**config.mk**
```make
export PLATFORM = sky130hd
export DESIGN_NAME = player_missile_ctrl
export DESIGN_NICKNAME = d
export VERILOG_FILES = /design/src/rtl/player_missile_ctrl.sv
export SDC_FILE = /design/constraint.sdc
export NUM_CORES = 1
export LEC_CHECK = 0
export BUFFER_PORTS_ARGS = -buffer_cell sky130_fd_sc_hd__buf_2
export CAP_MARGIN = 10
export CORE_ASPECT_RATIO = 1.25
export CORE_MARGIN = 2
export CORE_UTILIZATION = 45
export DETAILED_ROUTE_END_ITERATION = 6
export PLACE_DENSITY = 0.66
export SETUP_SLACK_MARGIN = 0.3
export SYNTH_ARGS = -nofsm -noshare
export SYNTH_HDL_FRONTEND = slang
export SYNTH_SLANG_ARGS = --single-unit
```
**constraint.sdc**
```tcl
create_clock -name clk -period 5.4 [get_ports clk]
set_input_delay 0.27 -clock clk [delete_from_list [all_inputs] [get_ports clk]]
set_output_delay 0.27 -clock clk [all_outputs]
set_load 0.05 [all_outputs]
```
**src/rtl/player_missile_ctrl.sv**
```systemverilog
// Player cannon position/rendering plus a single-missile launch, flight and cooldown controller.
// Positions and state are registered; pixel region/colour outputs are combinational from them.
module player_missile_ctrl #(
  parameter int unsigned SCREEN_W        = 640,
  parameter int unsigned SPR_W           = 30,
  parameter int unsigned SPR_H           = 20,
  parameter int unsigned TIP_H           = 4,
  parameter int unsigned PLAYER_ROW      = 430,
  parameter int unsigned STEP            = 4,
  parameter int unsigned MISSILE_H       = 8,
  parameter int unsigned MISSILE_SPEED   = 6,
  parameter int unsigned COOLDOWN_FRAMES = 10,
  parameter logic [3:0]  COLOR           = 4'hF
) (
  input  logic        clk,
  input  logic        rst,
  input  logic [11:0] pixel_row,
  input  logic [11:0] pixel_column,
  input  logic        frame_tick,
  input  logic        btn_left,
  input  logic        btn_right,
  input  logic        btn_fire,
  input  logic        missile_hit,
  output logic [11:0] player_col,
  output logic [11:0] missile_row,
  output logic [11:0] missile_col,
  output logic        missile_busy,
  output logic        player_active,
  output logic [3:0]  player_output,
  output logic        missile_active,
  output logic [3:0]  missile_output
);

  localparam int unsigned MAX_COL = SCREEN_W - SPR_W - 1;
  localparam int unsigned CNT_W   = $clog2(COOLDOWN_FRAMES + 2);

  localparam logic [11:0]      HOME_COL   = 12'((SCREEN_W - SPR_W) / 2);
  localparam logic [11:0]      LAUNCH_ROW = 12'(PLAYER_ROW - MISSILE_H);
  localparam logic [11:0]      STEP_12    = 12'(STEP);
  localparam logic [11:0]      SPEED_12   = 12'(MISSILE_SPEED);
  localparam logic [12:0]      MAX_COL_13 = 13'(MAX_COL);
  localparam logic [12:0]      ROW_TOP    = 13'(PLAYER_ROW + 1);
  localparam logic [12:0]      ROW_BOT    = 13'(PLAYER_ROW + SPR_H);
  localparam logic [12:0]      TIP_BOT    = 13'(PLAYER_ROW + TIP_H);
  localparam logic [CNT_W-1:0] COOL_LOAD  = CNT_W'(COOLDOWN_FRAMES);
  localparam logic [CNT_W-1:0] CNT_ONE    = CNT_W'(1);

  typedef enum logic [1:0] {
    IDLE     = 2'd0,
    FLIGHT   = 2'd1,
    COOLDOWN = 2'd2
  } state_t;

  state_t           state;
  logic             fire_q;
  logic             fire_pending;
  logic [CNT_W-1:0] cool_cnt;
  logic             fire_edge;
  logic [12:0]      col_right;

  assign fire_edge = btn_fire & ~fire_q;
  assign col_right = {1'b0, player_col} + 13'(STEP);

  // Cannon movement once per frame, clamped to the visible width
  always_ff @(posedge clk or negedge rst) begin
    if (!rst) begin
      player_col <= HOME_COL;
    end else if (frame_tick) begin
      if (btn_left && !btn_right) begin
        player_col <= (player_col < STEP_12) ? 12'd0 : player_col - STEP_12;
      end else if (btn_right && !btn_left) begin
        player_col <= (col_right > MAX_COL_13) ? 12'(MAX_COL) : col_right[11:0];
      end
    end
  end

  // Missile state machine; a hit kills the missile even on a frame tick
  always_ff @(posedge clk or negedge rst) begin
    if (!rst) begin
      state        <= IDLE;
      fire_q       <= 1'b0;
      fire_pending <= 1'b0;
      cool_cnt     <= '0;
      missile_row  <= 12'd0;
      missile_col  <= 12'd0;
      missile_busy <= 1'b0;
    end else begin
      fire_q <= btn_fire;
      case (state)
        IDLE: begin
          if (frame_tick && fire_pending) begin
            state        <= FLIGHT;
            missile_busy <= 1'b1;
            missile_col  <= player_col + 12'(SPR_W / 2);
            missile_row  <= LAUNCH_ROW;
            fire_pending <= 1'b0;
          end else if (fire_edge) begin
            fire_pending <= 1'b1;
          end
        end
        FLIGHT: begin
          if (missile_hit || (frame_tick && (missile_row < SPEED_12))) begin
            state        <= COOLDOWN;
            missile_busy <= 1'b0;
            cool_cnt     <= COOL_LOAD;
          end else if (frame_tick) begin
            missile_row <= missile_row - SPEED_12;
          end
        end
        COOLDOWN: begin
          if (frame_tick) begin
            if (cool_cnt <= CNT_ONE) begin
              state    <= IDLE;
              cool_cnt <= '0;
            end else begin
              cool_cnt <= cool_cnt - CNT_ONE;
            end
          end
        end
        default: begin
          state        <= IDLE;
          missile_busy <= 1'b0;
        end
      endcase
    end
  end

  logic [12:0] prow;
  logic [12:0] pcol;
  logic [12:0] pc;
  logic [12:0] mr;
  logic [12:0] mc;
  logic        tip_row;
  logic        tip_col;

  assign prow = {1'b0, pixel_row};
  assign pcol = {1'b0, pixel_column};
  assign pc   = {1'b0, player_col};
  assign mr   = {1'b0, missile_row};
  assign mc   = {1'b0, missile_col};

  // Cannon: full-width body with a 2-pixel barrel in the top TIP_H rows
  assign player_active = (prow >= ROW_TOP) && (prow <= ROW_BOT) &&
                         (pcol > pc) && (pcol <= pc + 13'(SPR_W));
  assign tip_row       = prow <= TIP_BOT;
  assign tip_col       = (pcol == pc + 13'(SPR_W / 2)) || (pcol == pc + 13'(SPR_W / 2 + 1));
  assign player_output = (player_active && (!tip_row || tip_col)) ? COLOR : 4'd0;

  assign missile_active = missile_busy && (prow >= mr) && (prow <= mr + 13'(MISSILE_H - 1)) &&
                          (pcol >= mc) && (pcol <= mc + 13'd1);
  assign missile_output = missile_active ? COLOR : 4'd0;

endmodule

```
Word level (Yosys, flattened, before mapping)

Cells that the tools add are included.

Order comparisons: 13
Eq/ne operators: 10
$add $sub $neg: 10
Bitwise logic cells: 3
Multiplexer cells: 24
Reduce and logical (&&, ||, !) cells: 30

Operators with widths:

| operator                | number |
|---|---|
| $mux W12                | 7 |
| $le A12 B13 Y1          | 3 |
| $add A12 B3 Y13 const B | 2 |
| $add A12 B5 Y13 const B | 2 |
| $eq A12 B13 Y1          | 2 |
| $ge A12 B12 Y1          | 2 |
| $le A12 B9 Y1 const B   | 2 |
| $lt A12 B3 Y1 const B   | 2 |
| $pmux W12 S2            | 1 |
| $sub A12 B3 Y12 const B | 2 |
| $mux W4                 | 5 |
| $add A12 B1 Y13 const B | 1 |
| $add A12 B4 Y13 const B | 1 |
| $gt A13 B10 Y1 const B  | 1 |
| $add A12 B4 Y12 const B | 1 |
| $ge A12 B9 Y1 const B   | 1 |
| $gt A12 B12 Y1          | 1 |
| $logic_and A1 B1 Y1     | 12 |
| $ne A2 B2 Y1 const B    | 6 |
| $mux W2                 | 4 |
| $pmux W4 S2             | 1 |
| $reduce_and A4 Y1       | 2 |
| $reduce_bool A2 Y1      | 4 |
| $pmux W2 S3             | 1 |
| 13 further kinds        | 24 |

Register bits: 45
Output and inout bits: 47

Logic depth before layout (Yosys ltp)

Gate-level depths: netlist (run 1).

Depth after elaboration: 6
Depth in mapped cells: 15
Mapped depth without buffers: 13

Worst setup path before layout (run 1)

OpenSTA, ideal clock, no wires.

Path type: register to output
Start point: register missile_row[3]
End point: output missile_output[0]
Cell stages (with the launch flop): 14
Data required time: 5.130 ns
Setup slack: 0.292 ns
Path buffers: 2
Data arrival time: 4.838 ns
Cell sequence: dfrtp_1 -> clkbuf_8 -> nand4_1 -> a21oi_1 -> nand4_1 -> xnor2_1 -> ha_1 -> a21o_1 -> a21o_1 -> nor2b_1 -> a211o_1 -> a31oi_1 -> nor4b_1 -> buf_4

Word-level cells in the longest chain between the ends: 6
Elaborated cells between the ends (all ways): 8
Those cells by class: add/sub: 1; order compare: 2; mux: 1; reduce/logical: 4

Ends and longest elaborated chain:

| item                                                  | RTL line | RTL |
|---|---|---|
| from (decl)                                           | 25       | `output logic [11:0] missile_row,` |
| from (signal assigned)                                | 107      | `missile_row <= missile_row - SPEED_12;` |
| $add A12 B3 Y13 or $ge A12 B12 Y1 (tied branches)     | 149      | `assign missile_active = missile_busy && (prow >= mr) && (prow <= mr + 13'(MISSILE_H - 1)) &&` |
| $le A12 B13 Y1 or $logic_and A1 B1 Y1 (tied branches) | 149      |  |
| $logic_and A1 B1 Y1 (*) (2 in series)                 | 149      |  |
| $logic_and A1 B1 Y1 (*)                               | 150      | `(pcol >= mc) && (pcol <= mc + 13'd1);` |
| net missile_active                                    | 30       | `output logic missile_active,` |
| $mux W4 (*)                                           | 151      | `assign missile_output = missile_active ? COLOR : 4'd0;` |
| to (decl)                                             | 31       | `output logic [3:0] missile_output` |

The timed path passes the listed nets; every way through them passes the cells marked *.

Final worst setup path (run 1)

Start point: register player_col[2]
End point: output player_output[3]

Word-level cells in the longest chain between the ends: 6
Elaborated cells between the ends (all ways): 13
Those cells by class: add/sub: 3; order compare: 2; eq/ne: 2; mux: 1; reduce/logical: 5

Ends and longest elaborated chain:

| item                                                                    | RTL line | RTL |
|---|---|---|
| from (decl)                                                             | 24       | `output logic [11:0] player_col,` |
| from (signal assigned)                                                  | 70       | `player_col <= (player_col < STEP_12) ? 12'd0 : player_col - STEP_12;` |
| from (signal assigned)                                                  | 72       | `player_col <= (col_right > MAX_COL_13) ? 12'(MAX_COL) : col_right[11:0];` |
| parallel branches: the longest is 4 deep, another holds $add A12 B5 Y13 | n/a      |  |
| $logic_and A1 B1 Y1 (*)                                                 | 147      | `assign player_output = (player_active && (!tip_row \|\| tip_col)) ? COLOR : 4'd0;` |
| $mux W4 (*)                                                             | 147      |  |
| to (decl)                                                               | 29       | `output logic [3:0] player_output,` |

Every way passes the cells marked *.

==> results of run 1 <==
## critical path, cell delays in order (launching register included)
cell	delay [ps]
dfrtp_1	510
inv_1	170
ha_1	290
inv_1	80
a21oi_1	350
xnor2_1	170
ha_1	260
a21o_1	180
a21oi_1	130
o21ai_0	100
a2111oi_0	400
o311a_1	280
o31a_1	210
buf_2	280
## state kept, by name (all words and copies together) (netlist names)
signal and cells:
cool_cnt 4, fire_pending 1, fire_q 1, missile_busy 1
missile_col 11, missile_row 11, player_col 11, state 2
## final cells by class
type / count / area (sq um)
clock buffer: 6 / 128.9
clock inverter: 2 / 37.54
fill: 1060 / 5418
inverter: 45 / 168.9
multi-input combinational: 516 / 3730
sequential: 42 / 1056
tap: 135 / 168.9
timing repair buffer: 75 / 375.4
## where the power goes
part | internal (W) | switching, W
Combinational | 0.000658 | 0.00119
Clock | 0.000218 | 0.000126
Sequential | 0.000437 | 0.000257
## routing by layer
| layer | part of all wire [%] | GRT usage (%) |
|---|---|---|
| met5 | 0 | 0 |
| met4 | 2.4 | 8.048 |
| met3 | 3.8 | 2.035 |
| met2 | 49 | 40.54 |
| met1 | 45 | 30.53 |
## kinds of logic after synthesis
kind of cell | count (synthesis) | share of synthesized area, %
compound gates | 146 | 18.92
xor+xnor | 66 | 11.29
fa+ha+maj | 82 | 20.04
buf+inv | 76 | 6.720
flops | 42 | 20.63
mux | 1 | 0.1955
other cells | 1 | 0.07324
simple gates | 219 | 22.14
## stage by stage
stage	hold WS, ps	utilization, %	std cells	setup slack (ps)
after global routing	95.59	51.12	821	1128
after CTS	99.01	51.12	821	1442
final	101.6	51.12	821	1432
after detailed placement	400.2	49.62	813	1777
after global placement	399.9	49.62	813	1826
after floorplan	-25.59	-	634	915.9
## worst paths after layout
| check | start | to | slack [ps] | cells past startpoint |
|---|---|---|---|---|
| min in group asynchronous | rst | missile_row[1] | 140 | 1 |
| hold reg to reg | missile_col[4] | missile_col[4] | 510 | 2 |
| max in group asynchronous | rst | missile_col[2] | 4650 | 1 |
| setup / recovery | player_col[2] | player_output[3] | 1430 | 13 |
| setup reg to reg | player_col[2] | player_col[4] | 2710 | 8 |
| hold / removal | btn_fire | fire_q | 100 | 1 |
## cells in the final DEF (no fill, tap or decap), types with 17 or more instances in the layout
cell type	netlist	layout
nand2_1	51	51
a21oi_1	30	30
ha_1	82	82
nor2_1	49	49
xnor2_1	56	56
buf_2	2	75
o21ai_0	41	41
nand3_1	24	24
dfrtp_1	38	38
nor3_1	17	17
nand4_1	22	22
inv_1	44	44
==> summary.md, run 1 <==
| Metric | Value |
|---|---|
| Initial core utilization | `46.20%` |
| Status | `complete, no violations` |
| TritonRoute pass-1 iters | `5` |
| CTS tree | `built` |
| Final period util | `73.49%` |
| Row cnt | `43` |
| Top-count cell post-synth | `ha_1` |
| CP startpoint kind | `flip-flop` |
| Worst EP required | `5130 ps` |
| Post-CTS sizing | `0` |
| Placement Cell Area | `roughly 0.0055 sq mm` |
| Yosys top cell by area | `ha_1` |
| Top cell type's share of synthesized area | `20.04%` |
| Residual DRC | `0` |
| Post-CTS setup repair buffer count | `0` |
| Die width | `99.41 um` |
| # H-tree levels | `2` |
| P per Cell Area | `509.9 mW/mm^2` |
| Hold Violations, Final | `0` |
| WL final | `~14 mm` |
| Max FO, Critical Path | `13` |
| Share of layout cells above drive strength 1 | `around 15%` |
| Relative slew margins | `35.01%` |
| Pin count of the biggest net entering global routing | `43` |
| Leak pwr | `2.519 nW` |
| Die height | `123.3 um` |
| Antenna-violating nets left | `0` |
| Area Growth Syn to Fin | `10.65%` |
| Hold Path Class | `input pin to flip-flop` |
| Congestion Overflow GR | `0` |
| Tmin final | `3968 ps` |
| Num CTS Buffers | `5` |
| Worst slew pin tran | `about 1000 ps` |
| Syn Area/Cell | `8.088 sq um` |
| Ys flop type | `dfrtp_1` |
| Final Max Tran Viols | `0` |
| Crit path arrival time | `3700 ps` |
| Max Clock Freq | `252.0 MHz` |
| Buffer depth of the longest clock path | `2` |
| # hold bufs at CTS | `0` |
| First-pass GRT wire length | `23.25 mm` |
| Async set-reset flop share out of synthesis | `100.0%` |
| Post-synth EDFFs | `0` |
| Ports | `78` |
| Synth Register Bits | `42` |
| Initial antenna violation count | `0` |
| Yosys warns | `0` |
| Via Count | `~4900` |
| Post-Syn Instances | `633` |
| Area contributors post-synth | `ha_1, dfrtp_1, xnor2_1, o21ai_0, nand2_1` |
| Vias in the first global route | `4771` |
| GRT Resource Usage Total | `23.35%` |
| # setup viols final | `0` |
| RSZ-0062 raised after global routing | `false` |
| Die ar. | `0.01225 sq mm` |
| Crit end category | `output port` |
| Port buffer count | `75` |
| DR vias/cell | `5.920` |
| Post-DP HPWL | `11.06 mm` |
| Top post-synthesis cells by count | `ha_1, xnor2_1, nand2_1` |
| Max-cap violation count | `0` |
| WS Path Type | `flip-flop to output port` |
| Core Box Area | `0.01108 sq mm` |
| CTS Root Cell | `clkbuf_16` |
| Post-route cell area | `0.005665 sq mm` |
| Clock Latency Late Sink | `290 ps` |
| # clock sinks | `between 40 and 50` |
| Final setup TNS | `0 ps` |
| Initial drt markers | `301` |
| # diodes | `0` |
| Post-DR wirelength/cell | `16.72 um` |
| Worst-case vdd ir drop | `0.2544 mV` |
| Register area share after synthesis | `20.63%` |
| Clock transition at the registers of the reported paths | `60 ps` |
| GPL Wtd Cong | `about 0.92` |
| Cell variety after synth | `72` |
| Tot Pwr | `0.002889 W` |
| Clk_skew | `approximately 5.8 ps` |
| Nets | `roughly 800` |
| Synth Cell Area | `0.005120 sq mm` |
Power figures use the tool's default switching activity.
==> inputs of run 2 (changes only) <==
- ABC_AREA: unset -> 1
- PLACE_DENSITY: 0.66 -> 0.68
- clock period: 5.4 -> 3.6 ns (I/O delays scaled with it)
==> summary.md, run 2 <==
| Metric | Value |
|---|---|
| Status | `complete, no violations` |
| Combinational share of power | `67.8% (+3.7 points)` |
| Max-cap violation count | `0 (unchanged)` |
| Share of layout cells above drive strength 1 | `15.30% (+0.58 points)` |
| Row cnt | `45 (+4.7%)` |
| Leak pwr | `3.201 nW (+27%)` |
| Syn Area/Cell | `6.690 sq um (-17%)` |
| Yosys warns | `0 (unchanged)` |
| Switching part of the total | `55.80% (+1.2 points)` |
| Num CTS Buffers | `5 (unchanged)` |
| Routing usage on met2 | `44.10% (+3.6 points)` |
| Port buffer count | `75 (unchanged)` |
| Top post-synthesis cells by count | `nand2_1, inv_1, nor2_1` |
| Final setup margin | `480.5 ps (-951.2 ps)` |
| Top-count cell post-synth | `nand2_1` |
| Crit path top cell by count | `nand2_1` |
| WL final | `15.20 mm (+11%)` |
| # H-tree levels | `2 (unchanged)` |
| Congestion Overflow GR | `0 (unchanged)` |
| P per Cell Area | `779.7 mW/mm^2 (+53%)` |
| Antenna-violating nets left | `0 (unchanged)` |
| Slowest CP cell | `dfstp_2` |
| Crit path arrival time | `2940 ps (-760 ps)` |
| GPL Wtd Cong | `0.9119 (-0.75%)` |
| Clock share of power | `12.3% (+0.4 points)` |
| Internal | `0.002170 W (+65%)` |
| Final setup TNS | `0 ps (unchanged)` |
| Top flop regs | `missile_col: 11 flops, missile_row: 11 flops, player_col: 11 flops` |
| Clock Latency Late Sink | `290 ps (about the same)` |
| Initial antenna violation count | `0 (unchanged)` |
| Sequential Power Share | `19.8% (-4.2 points)` |
| Worst EP required | `3420 ps (-1710 ps)` |
| Ports | `78 (unchanged)` |
| Yosys top cell by area | `ha_1` |
| Simple-gate portion of the synthesized area | `33.00% (+11 points)` |
| Crit end category | `output port` |
| Final period util | `86.65%` |
| Post-layout util | `52.51% (+1.4 points)` |
| # setup viols final | `0 (unchanged)` |
| WS Path Type | `flip-flop to output port` |
| Hold Violations, Final | `0 (unchanged)` |
| # diodes | `0 (unchanged)` |
| Top cell type's share of synthesized area | `18.79% (-1.2 points)` |
| Max FO, Critical Path | `6 (-7)` |
| Buffer depth of the longest clock path | `2 (unchanged)` |
| Routing usage on met1 | `28.89% (-1.6 points)` |
| Synth Cell Area | `0.005459 sq mm (+6.6%)` |
| Max Clock Freq | `320.6 MHz` |
| Area contributors post-synth | `ha_1, dfrtp_1, nand2_1, inv_1, nor2_1` |
| Register area share after synthesis | `19.34% (-1.3 points)` |
| Placed cells | `1038 (+28%)` |
| Worst slew pin tran | `624.5 ps (-350.4 ps)` |
| Most frequent cells in the layout | `nand2_1, inv_1, nor2_1` |
| Crit path largest cell delay | `580 ps (+70 ps)` |
| Via Count | `5533 (+14%)` |
| Nets | `1001 (+25%)` |
| # clock sinks | `42 (unchanged)` |
| CTS tree | `built` |
| RSZ-0062 raised after global routing | `false` |
| Synth Area in Compound Gates | `12.33% (-6.6 points)` |
| Hold_sp | `btn_fire` |
| Initial core utilization | `45.52% (-0.68 points)` |
| RR Startpoint | `player_col[5]` |
| Clock transition at the registers of the reported paths | `70 ps (about the same)` |
| Ys flop type | `dfrtp_1` |
| Cell variety after synth | `45 (-38%)` |
| Met3 Use GR | `3.173% (+1.1 points)` |
| DR vias/cell | `5.255 (-11%)` |
| Filler-free cell count of the finished design | `1053 (+28%)` |
| Place WS | `559.7 ps (-1217 ps)` |
| Die ar. | `0.01303 sq mm (+6.4%)` |
| Clk_skew | `6.591 ps (+0.8351 ps)` |
| Hold Path Class | `input pin to flip-flop` |
| TritonRoute pass-1 iters | `5 (unchanged)` |
| Die width | `102.5 um (+3.1%)` |
| Async set-reset flop share out of synthesis | `100.0% (unchanged)` |
| Busiest grt layer | `met2` |
| Post-DR wirelength/cell | `14.44 um (-14%)` |
| Die height | `127.1 um (+3.2%)` |
| Post-Syn Instances | `816 (+29%)` |
| Synth Register Bits | `42 (unchanged)` |
| Initial drt markers | `253 (-16%)` |
| Pin count of the biggest net entering global routing | `43 (unchanged)` |
| GRT Resource Usage Total | `23.99% (+0.64 points)` |
| Final Max Tran Viols | `0 (unchanged)` |
| Post-DP HPWL | `12.30 mm (+11%)` |
| Sw power | `0.002740 W (+74%)` |
| XOR/XNOR share of the synthesized area | `6.899% (-4.4 points)` |
| Worst Setup SP | `player_col[4]` |
| Tmin final | `3120 ps` |
| Post-synth EDFFs | `0 (unchanged)` |
| Adder-cell area share of the yosys netlist | `18.79% (-1.2 points)` |
| Residual DRC | `0 (unchanged)` |
| First-pass GRT wire length | `25.19 mm (+8.3%)` |
| Vias in the first global route | `5188 (+8.7%)` |
| Most common cell after layout, fill and taps aside | `nand2_1` |
| Critical Path, Cell by Cell | `inv_1 -> ha_1 -> inv_1 -> o21ai_2 -> nand3_1 -> xor2_1 -> ha_1 -> nand2_1 -> inv_1 -> nor3_2 -> nor2_1 -> nor2_1 -> nand2_1 -> nand2_1 -> nand2_1 -> nor2_4 -> buf_8` |
| Mux cell area share after synthesis | `0% (-0.20 points)` |
| Worst-case vdd ir drop | `0.3828 mV (+50%)` |
| Relative slew margins | `58.27% (+23 points)` |
| CP startpoint kind | `flip-flop` |
| Core Box Area | `0.01199 sq mm (+8.2%)` |
| CTS Root Cell | `clkbuf_16` |
| Largest family of logic cells by synthesized area | `simple AND/OR/NAND/NOR gates` |
| Area Growth Syn to Fin | `15.36%` |
-- run 2: final timing paths --
check,cells past startpoint,slack (ps),to
worst max register to register,8,1100,player_col[7]
worst max-delay path,17,480,player_output[3]
min in group asynchronous,3,500,cool_cnt[1]
worst min-delay path,1,7,fire_q
worst min register to register,2,520,fire_pending
max in group asynchronous,3,2680,missile_col[1]
-- run 2: critical path, delay by kind of cell, from the launching register on --
family | cells | cell delay, ps
simple gates | 9 | 870
flops | 1 | 580
compound gates | 1 | 90
buf+inv | 4 | 450
xor+xnor | 1 | 160
fa+ha+maj | 2 | 500
-- run 2: metal layers --
metal,up-vias,part of all wire [%]
met3,17,4.2
met5,-,0
met1,2524,42
met4,0,1.3
met2,141,52
li1,2851,-
-- run 2: cells by family (layout without fill, tap and decap cells) --
group,after synthesis,after routing
DFF,42,42
xor gates and xnor gates,43,43
adders and majority gates,82,82
AOI/OAI and AO/OA,118,118
and+or+nand+nor,409,409
buffers and inverters,121,193
other,1,2
-- run 2: final cells by class --
cell class                 instances  area, sq um
multi-input combinational        654         3949
inverter                          99        371.6
clock buffer                       5        125.1
sequential                        42         1065
tap                              164        205.2
fill                            1248         5695
timing repair buffer              86        513.0
clock inverter                     3        68.82
-- run 2: per-stage QoR --
stage          hold WS [ps]  area (sq um)  total power, W
2_1_floorplan        -115.6          5480        0.003432
3_3_place_gp          300.0          5941        0.004147
3_5_place_dp          303.8          5941        0.004172
4_1_cts               2.585          6147        0.004803
5_1_grt               4.715          6297        0.005379
6_report              6.723          6297        0.004910
-- run 2: what timing repair did --
item | in CTS | in global routing
setup buffers | 0 | 6
gates resized for setup | 2 | 35
hold buffers | 1 | 0
endpoints found under the setup margin | 4 | 10
hold endpoints to repair | 30 | 0
pin swaps | 0 | 2
-- run 2: power groups by stage --
stage               sequential (W)  clock, W  combinational (W)
floorplan                  0.00137         0            0.00206
detailed placement        0.000982         0            0.00319
global placement          0.000981         0            0.00317
finish                    0.000973  0.000606            0.00333
CTS                       0.000976  0.000612            0.00321
global route               0.00100  0.000635            0.00374
